**src/rtl/seven_seg_scan_driver.sv**
```systemverilog
// seven_seg_scan_driver
//   Time-multiplexed hex seven-segment driver for NUM_DIGITS digits. It
//   scans one digit per slot of SLOT_CYCLES clocks. Each slot starts with
//   BLANK_CYCLES clocks of all anodes off, which stops ghosting while the
//   segment lines settle. New data is written to a shadow register and
//   copied to the display register only at the frame wrap, so a frame is
//   never torn.
//
// Ports
//   clk        system clock
//   rst_n      asynchronous active-low reset
//   value      packed hex nibbles, digit i = value[4i+3:4i], digit 0 rightmost
//   dp_in      decimal point request per digit
//   load       one-cycle strobe, captures value/dp_in into the shadow register
//   lz_en      suppress leading zeros
//   enable     0 keeps the display dark while the scan keeps running
//   seg        segments {g,f,e,d,c,b,a}, polarity set by SEG_ACT_LOW
//   dp         decimal point, polarity set by SEG_ACT_LOW
//   an         one-hot digit enable, polarity set by AN_ACT_LOW
//   frame_tick one-cycle pulse when the scan wraps from the last digit to digit 0
module seven_seg_scan_driver #(
  parameter int NUM_DIGITS   = 4,
  parameter int SLOT_CYCLES  = 100000,
  parameter int BLANK_CYCLES = 1000,
  parameter bit SEG_ACT_LOW  = 1'b1,
  parameter bit AN_ACT_LOW   = 1'b1
) (
  input  logic                    clk,
  input  logic                    rst_n,
  input  logic [4*NUM_DIGITS-1:0] value,
  input  logic [NUM_DIGITS-1:0]   dp_in,
  input  logic                    load,
  input  logic                    lz_en,
  input  logic                    enable,
  output logic [6:0]              seg,
  output logic                    dp,
  output logic [NUM_DIGITS-1:0]   an,
  output logic                    frame_tick
);

  localparam int PW = $clog2(SLOT_CYCLES);
  localparam int IW = $clog2(NUM_DIGITS);

  // The slot timer counts down. A remaining count of r is the same as an
  // elapsed count of SLOT_CYCLES-1-r, so the blank window is the top of
  // the remaining range.
  localparam logic [PW-1:0] SLOT_LAST = PW'(SLOT_CYCLES - 1);
  localparam logic [PW-1:0] BLANK_TOP = PW'(SLOT_CYCLES - 1 - BLANK_CYCLES);
  localparam logic [IW-1:0] IDX_LAST  = IW'(NUM_DIGITS - 1);

  logic [PW-1:0]             slot_cnt;
  logic [IW-1:0]             digit_idx;
  logic [4*NUM_DIGITS-1:0]   shadow_val;
  logic [NUM_DIGITS-1:0]     shadow_dp;
  logic [4*NUM_DIGITS-1:0]   disp_val;
  logic [NUM_DIGITS-1:0]     disp_dp;

  logic                      slot_tc;
  logic                      frame_wrap;
  logic                      in_blank;
  logic [3:0]                cur_nib;
  logic [NUM_DIGITS-1:0]     upper_zero;
  logic                      lz_blank;
  logic [6:0]                seg_hi;
  logic [NUM_DIGITS-1:0]     an_hi;

  function automatic logic [6:0] hex_decode(input logic [3:0] nib);
    logic [6:0] s;
    case (nib)
      4'h0: s = 7'h3F;
      4'h1: s = 7'h06;
      4'h2: s = 7'h5B;
      4'h3: s = 7'h4F;
      4'h4: s = 7'h66;
      4'h5: s = 7'h6D;
      4'h6: s = 7'h7D;
      4'h7: s = 7'h07;
      4'h8: s = 7'h7F;
      4'h9: s = 7'h6F;
      4'hA: s = 7'h77;
      4'hB: s = 7'h7C;
      4'hC: s = 7'h39;
      4'hD: s = 7'h5E;
      4'hE: s = 7'h79;
      default: s = 7'h71;
    endcase
    return s;
  endfunction

  assign slot_tc    = (slot_cnt == '0);
  assign frame_wrap = slot_tc && (digit_idx == IDX_LAST);
  assign in_blank   = (slot_cnt > BLANK_TOP);
  assign cur_nib    = disp_val[{digit_idx, 2'b00} +: 4];

  // upper_zero[i] is set when digit i and every digit to its left are all zero.
  always_comb begin
    upper_zero = '0;
    for (int i = 0; i < NUM_DIGITS; i++) begin
      upper_zero[i] = ((disp_val >> (4 * i)) == '0);
    end
  end

  assign lz_blank = lz_en && (digit_idx != '0) && upper_zero[digit_idx];
  assign seg_hi   = lz_blank ? 7'h00 : hex_decode(cur_nib);
  assign an_hi    = (enable && !in_blank) ? (NUM_DIGITS'(1) << digit_idx) : '0;

  always_ff @(posedge clk or negedge rst_n) begin
    if (!rst_n) begin
      slot_cnt   <= SLOT_LAST;
      digit_idx  <= '0;
      shadow_val <= '0;
      shadow_dp  <= '0;
      disp_val   <= '0;
      disp_dp    <= '0;
    end else begin
      slot_cnt <= slot_tc ? SLOT_LAST : slot_cnt - 1'b1;
      if (slot_tc) begin
        digit_idx <= frame_wrap ? '0 : digit_idx + 1'b1;
      end
      // On the wrap edge the display register takes the shadow value from
      // before this edge, so a load on the same edge appears one frame later.
      if (frame_wrap) begin
        disp_val <= shadow_val;
        disp_dp  <= shadow_dp;
      end
      if (load) begin
        shadow_val <= value;
        shadow_dp  <= dp_in;
      end
    end
  end

  always_ff @(posedge clk or negedge rst_n) begin
    if (!rst_n) begin
      seg        <= SEG_ACT_LOW ? 7'h7F : 7'h00;
      dp         <= SEG_ACT_LOW;
      an         <= AN_ACT_LOW ? '1 : '0;
      frame_tick <= 1'b0;
    end else begin
      seg        <= SEG_ACT_LOW ? ~seg_hi : seg_hi;
      dp         <= SEG_ACT_LOW ? ~disp_dp[digit_idx] : disp_dp[digit_idx];
      an         <= AN_ACT_LOW ? ~an_hi : an_hi;
      frame_tick <= frame_wrap;
    end
  end

endmodule

```
**config.mk**
```make
export PLATFORM = sky130hd
export DESIGN_NAME = seven_seg_scan_driver
export DESIGN_NICKNAME = d
export VERILOG_FILES = /design/src/rtl/seven_seg_scan_driver.sv
export SDC_FILE = /design/constraint.sdc
export NUM_CORES = 1
export LEC_CHECK = 0
export ABC_AREA = 1
export CORE_MARGIN = 2
export CORE_UTILIZATION = 40
export CTS_BUF_LIST = sky130_fd_sc_hd__clkbuf_8 sky130_fd_sc_hd__clkbuf_16
export CTS_CLUSTER_DIAMETER = 120
export DETAILED_ROUTE_END_ITERATION = 7
export GPL_ROUTABILITY_DRIVEN = 0
export PLACE_DENSITY_LB_ADDON = 0.08
export SYNTH_ARGS = -nofsm -noshare
export SYNTH_HDL_FRONTEND = slang
export SYNTH_SLANG_ARGS = --single-unit
```
**constraint.sdc**
```tcl
create_clock -name clk -period 1.7 [get_ports clk]
set_input_delay 0.425 -clock clk [delete_from_list [all_inputs] [get_ports clk]]
set_output_delay 0.425 -clock clk [all_outputs]
set_load 0.1 [all_outputs]
```
==> results by group <==
Timing
  • Slew margin rel.: between 60 and 70%
  • Final TNS setup: 0 ns
  • Max Fclk: 0.635 GHz
  • Part of the cycle the worst path needs: between 90% and 100%
  • Clk_skew: about 0.013 ns
  • Slew @ Worst Pin: between 0.5 and 0.6 ns
  • Final hold vios: 0
  • Max Slew Vio Count: 0
  • Minimum clock period: ~1.6 ns
  • RSZ-0062 raised after global routing: no
  • Setup violations, final: 0

Floorplanning
  • Initial core utilization: 41.6%
  • Io pins: 38
  • Die width: between 90 and 100 um
  • Die ar.: 0.00993 mm^2
  • Row count: 34
  • Die Ht: 99.7 um
  • Placeable Area: 0.00881 mm^2

Status
  • Status: completed

Critical path
  • Reg2reg path depth: 9
  • Required time worst endpoint: 1.93 ns
  • R2R setup slack: around 0.12 ns
  • Nature of the critical path startpoint: register
  • Setup CP Type: register to register
  • Worst R2R Start: slot_cnt[0]$_DFF_PN1_
  • Worst-path fanout max: 17
  • Crit path capture type: register
  • Arrival time worst endpoint: around 1.8 ns
  • Reg-to-Reg End: disp_val[14]$_DFFE_PN0P_

Routing
  • Uppermost layer routed: met4
  • Met2 WL: roughly 3500 um
  • DRT Wirelength: 7570 um
  • Vias per Instance: between 4 and 5
  • WL/cell: between 10 and 15 um
  • Met3 wire len: roughly 350 um
  • Wl on met1: 3610 um
  • Initial DRC count: between 100 and 150
  • Drt pass-1 iters: 4
  • Final ANT Viol Nets: 0
  • Via count: ~2800
  • Drc violations: 0

Place
  • PortBufs: 37
  • Post-DP HPWL: ~5500 um

Synthesis
  • Synth Area in Compound Gates: about 7.0%
  • Synth area leader: dfrtp_1
  • Simple-gate area share of the yosys netlist: 24.4%
  • Synth warnings: 0
  • Adder-cell share of the synthesized area: under 10%
  • Top cells by area, synth: dfrtp_1 34%, dfstp_2 16%, nand2_1 10%
  • Syn nets: 450
  • Synth cell types: 30
  • Syn avg cell area: ~8.9 um^2
  • Cell Area, Synth: 0.00366 mm^2
  • Post-Synthesis Cells: 412
  • Sequential area share after synthesis: 50.0%
  • Mux contribution to synthesized area: 6.15%
  • Flops & latches, synth: about 70
  • Largest family of logic cells by synthesized area: simple AND/OR/NAND/NOR gates
  • XOR/XNOR Fraction of Synth Area: 1.44%
  • Synth top area share: ~34%

Finish
  • Share of post-route cells with drive strength above 1: between 20% and 30%
  • Fillers: around 820
  • Antenna Cells: 0
  • P&R area growth vs syn: 25.2%
  • Final nets: approximately 500
  • Final Core Density: between 50% and 60%

Power
  • PD cells: around 700 mW/mm^2
  • Leak pwr: approximately 0.0022 uW
  • Worst vdd ir: a little over 0.0005 V

CTS
  • H-Tree Depth: 3
  • CTS tree: built
  • CTS max path bufs: 2
  • Clk slew on worst S/H paths: 0.08 ns
  • Post-CTS Setup Bufs: 0
  • Worst-Skew Late Latency: roughly 0.35 ns
  • Total CTS buffers: 9
  • Clk root buf: clkbuf_8
  • Clock Sink Count: a little over 70

Hold path
  • HP Class: input pin to async pin

Job
  • Max-cap viol count: 0

GRT
  • Largest net degree at the start of global routing: 73
  • Tot GR Track Use: 16.6%
  • GR Overflow Total: 0
  • Initial antenna violation count: 0
  • First-pass GRT wire length: around 13000 um
  • Vias in the first global route: roughly 2800
sequential cells by signal, summed over array words and instances, names as in the netlist:
name        cells
disp_dp         4
slot_cnt       17
digit_idx       2
shadow_val     16
dp              1
frame_tick      1
seg             7
shadow_dp       4
disp_val       16
an              4
cell families after synthesis:
kind of cell / Yosys count
compound gates: 44
xor+xnor: 6
fa+ha+maj: 13
buf+inv: 55
flops: 72
mux: 20
simple gates: 202
worst max-delay path by stage:
stage | to | from | depth (start not counted)
2_1_floorplan | seg[3]$_DFF_PN1_ | digit_idx[0]$_DFFE_PN0P_ | 9
3_3_place_gp | seg[5]$_DFF_PN1_ | digit_idx[0]$_DFFE_PN0P_ | 10
3_5_place_dp | seg[5]$_DFF_PN1_ | digit_idx[0]$_DFFE_PN0P_ | 10
4_1_cts | seg[5]$_DFF_PN1_ | digit_idx[0]$_DFFE_PN0P_ | 10
5_1_grt | seg[5]$_DFF_PN1_ | digit_idx[0]$_DFFE_PN0P_ | 10
6_report | disp_val[14]$_DFFE_PN0P_ | slot_cnt[0]$_DFF_PN1_ | 9
layer usage:
| layer | up-vias | GRT usage (%) |
|---|---|---|
| li1 | 1438 | - |
| met3 | 9 | 2.95 |
| met5 | - | 0 |
| met2 | 63 | 25.2 |
| met4 | 0 | 7.38 |
| met1 | 1311 | 23.4 |
area by class of cell:
cell class / instances / area (um^2) / share of cell area (%)
Multi-Input combinational cell: 285 / 1610 / 35.1
Clock inverter: 7 / 41.3 / 0.901
Sequential cell: 72 / 1830 / 40.0
Timing Repair Buffer: 52 / 667 / 14.6
Clock buffer: 9 / 124 / 2.70
Inverter: 45 / 174 / 3.80
Tap cell: 108 / 135 / 2.95
through the flow:
step,std cells,area (um^2),hold slack (ns),worst slack [ns],total power (uW)
after global placement,561,4360,0.457,0.0637,2090
final,578,4580,0.0682,0.125,3230
after CTS,577,4530,0.0926,0.0219,3280
after detailed placement,561,4360,0.462,0.0427,2100
after global routing,578,4580,0.125,0.00102,3380
after floorplan,412,3660,0.129,0.115,1950
critical path: stages (launching register included):
cell       delay, ns
dfstp_2         0.55
inv_1           0.08
ha_1            0.21
nand2_1         0.08
nor2_2          0.05
nand3_4         0.13
nor2_8          0.05
clkbuf_16       0.19
nand2_1         0.07
nand2_1         0.05
layout by cell type (no fill, tap or decap):
cell	n
a22oi_1	1
buf_2	1
nand3_1	38
clkbuf_8	9
inv_2	2
clkinv_2	2
a21oi_1	9
xnor2_1	2
mux2_2	20
clkinvlp_4	2
nand2_2	7
dfstp_2	22
nor3_2	1
o21ai_0	19
nand2_1	96
inv_6	1
buf_6	1
nand3_2	1
o21ai_2	10
nor2_2	5
dfrtp_2	1
o21ai_1	5
nand3_4	1
nor3_1	5
clkinv_4	1
nor2_1	40
ha_1	13
buf_12	16
nor2_4	1
buf_4	10
inv_1	44
nand3b_1	2
nor2_8	1
or2_2	1
clkbuf_16	1
dfrtp_1	49
nand4_1	3
clkdlybuf4s50_1	23
xor2_1	4
synthesized netlist by cell type (all sizes together):
master	count
nand3	40
nor2	47
inv	45
ha	13
xor2	4
mux2	20
nand4	3
a21oi	9
or2	1
dfrtp	50
nand2	103
nand3b	2
a22oi	1
o21ai	34
clkbuf	2
dfstp	22
xnor2	2
buf	8
nor3	6
power breakdown:
group,switching (uW),internal [uW]
clock network,652,518
registers,32.6,1770
logic,123,128
total,807,2420
timing repair:
| item | 4_1_cts | 5_1_grt |
|---|---|---|
| hold buffers | 0 | 0 |
| endpoints found under the setup margin | 0 | 29 |
| resized for setup | 0 | 11 |
Power figures use the tool's default switching activity.
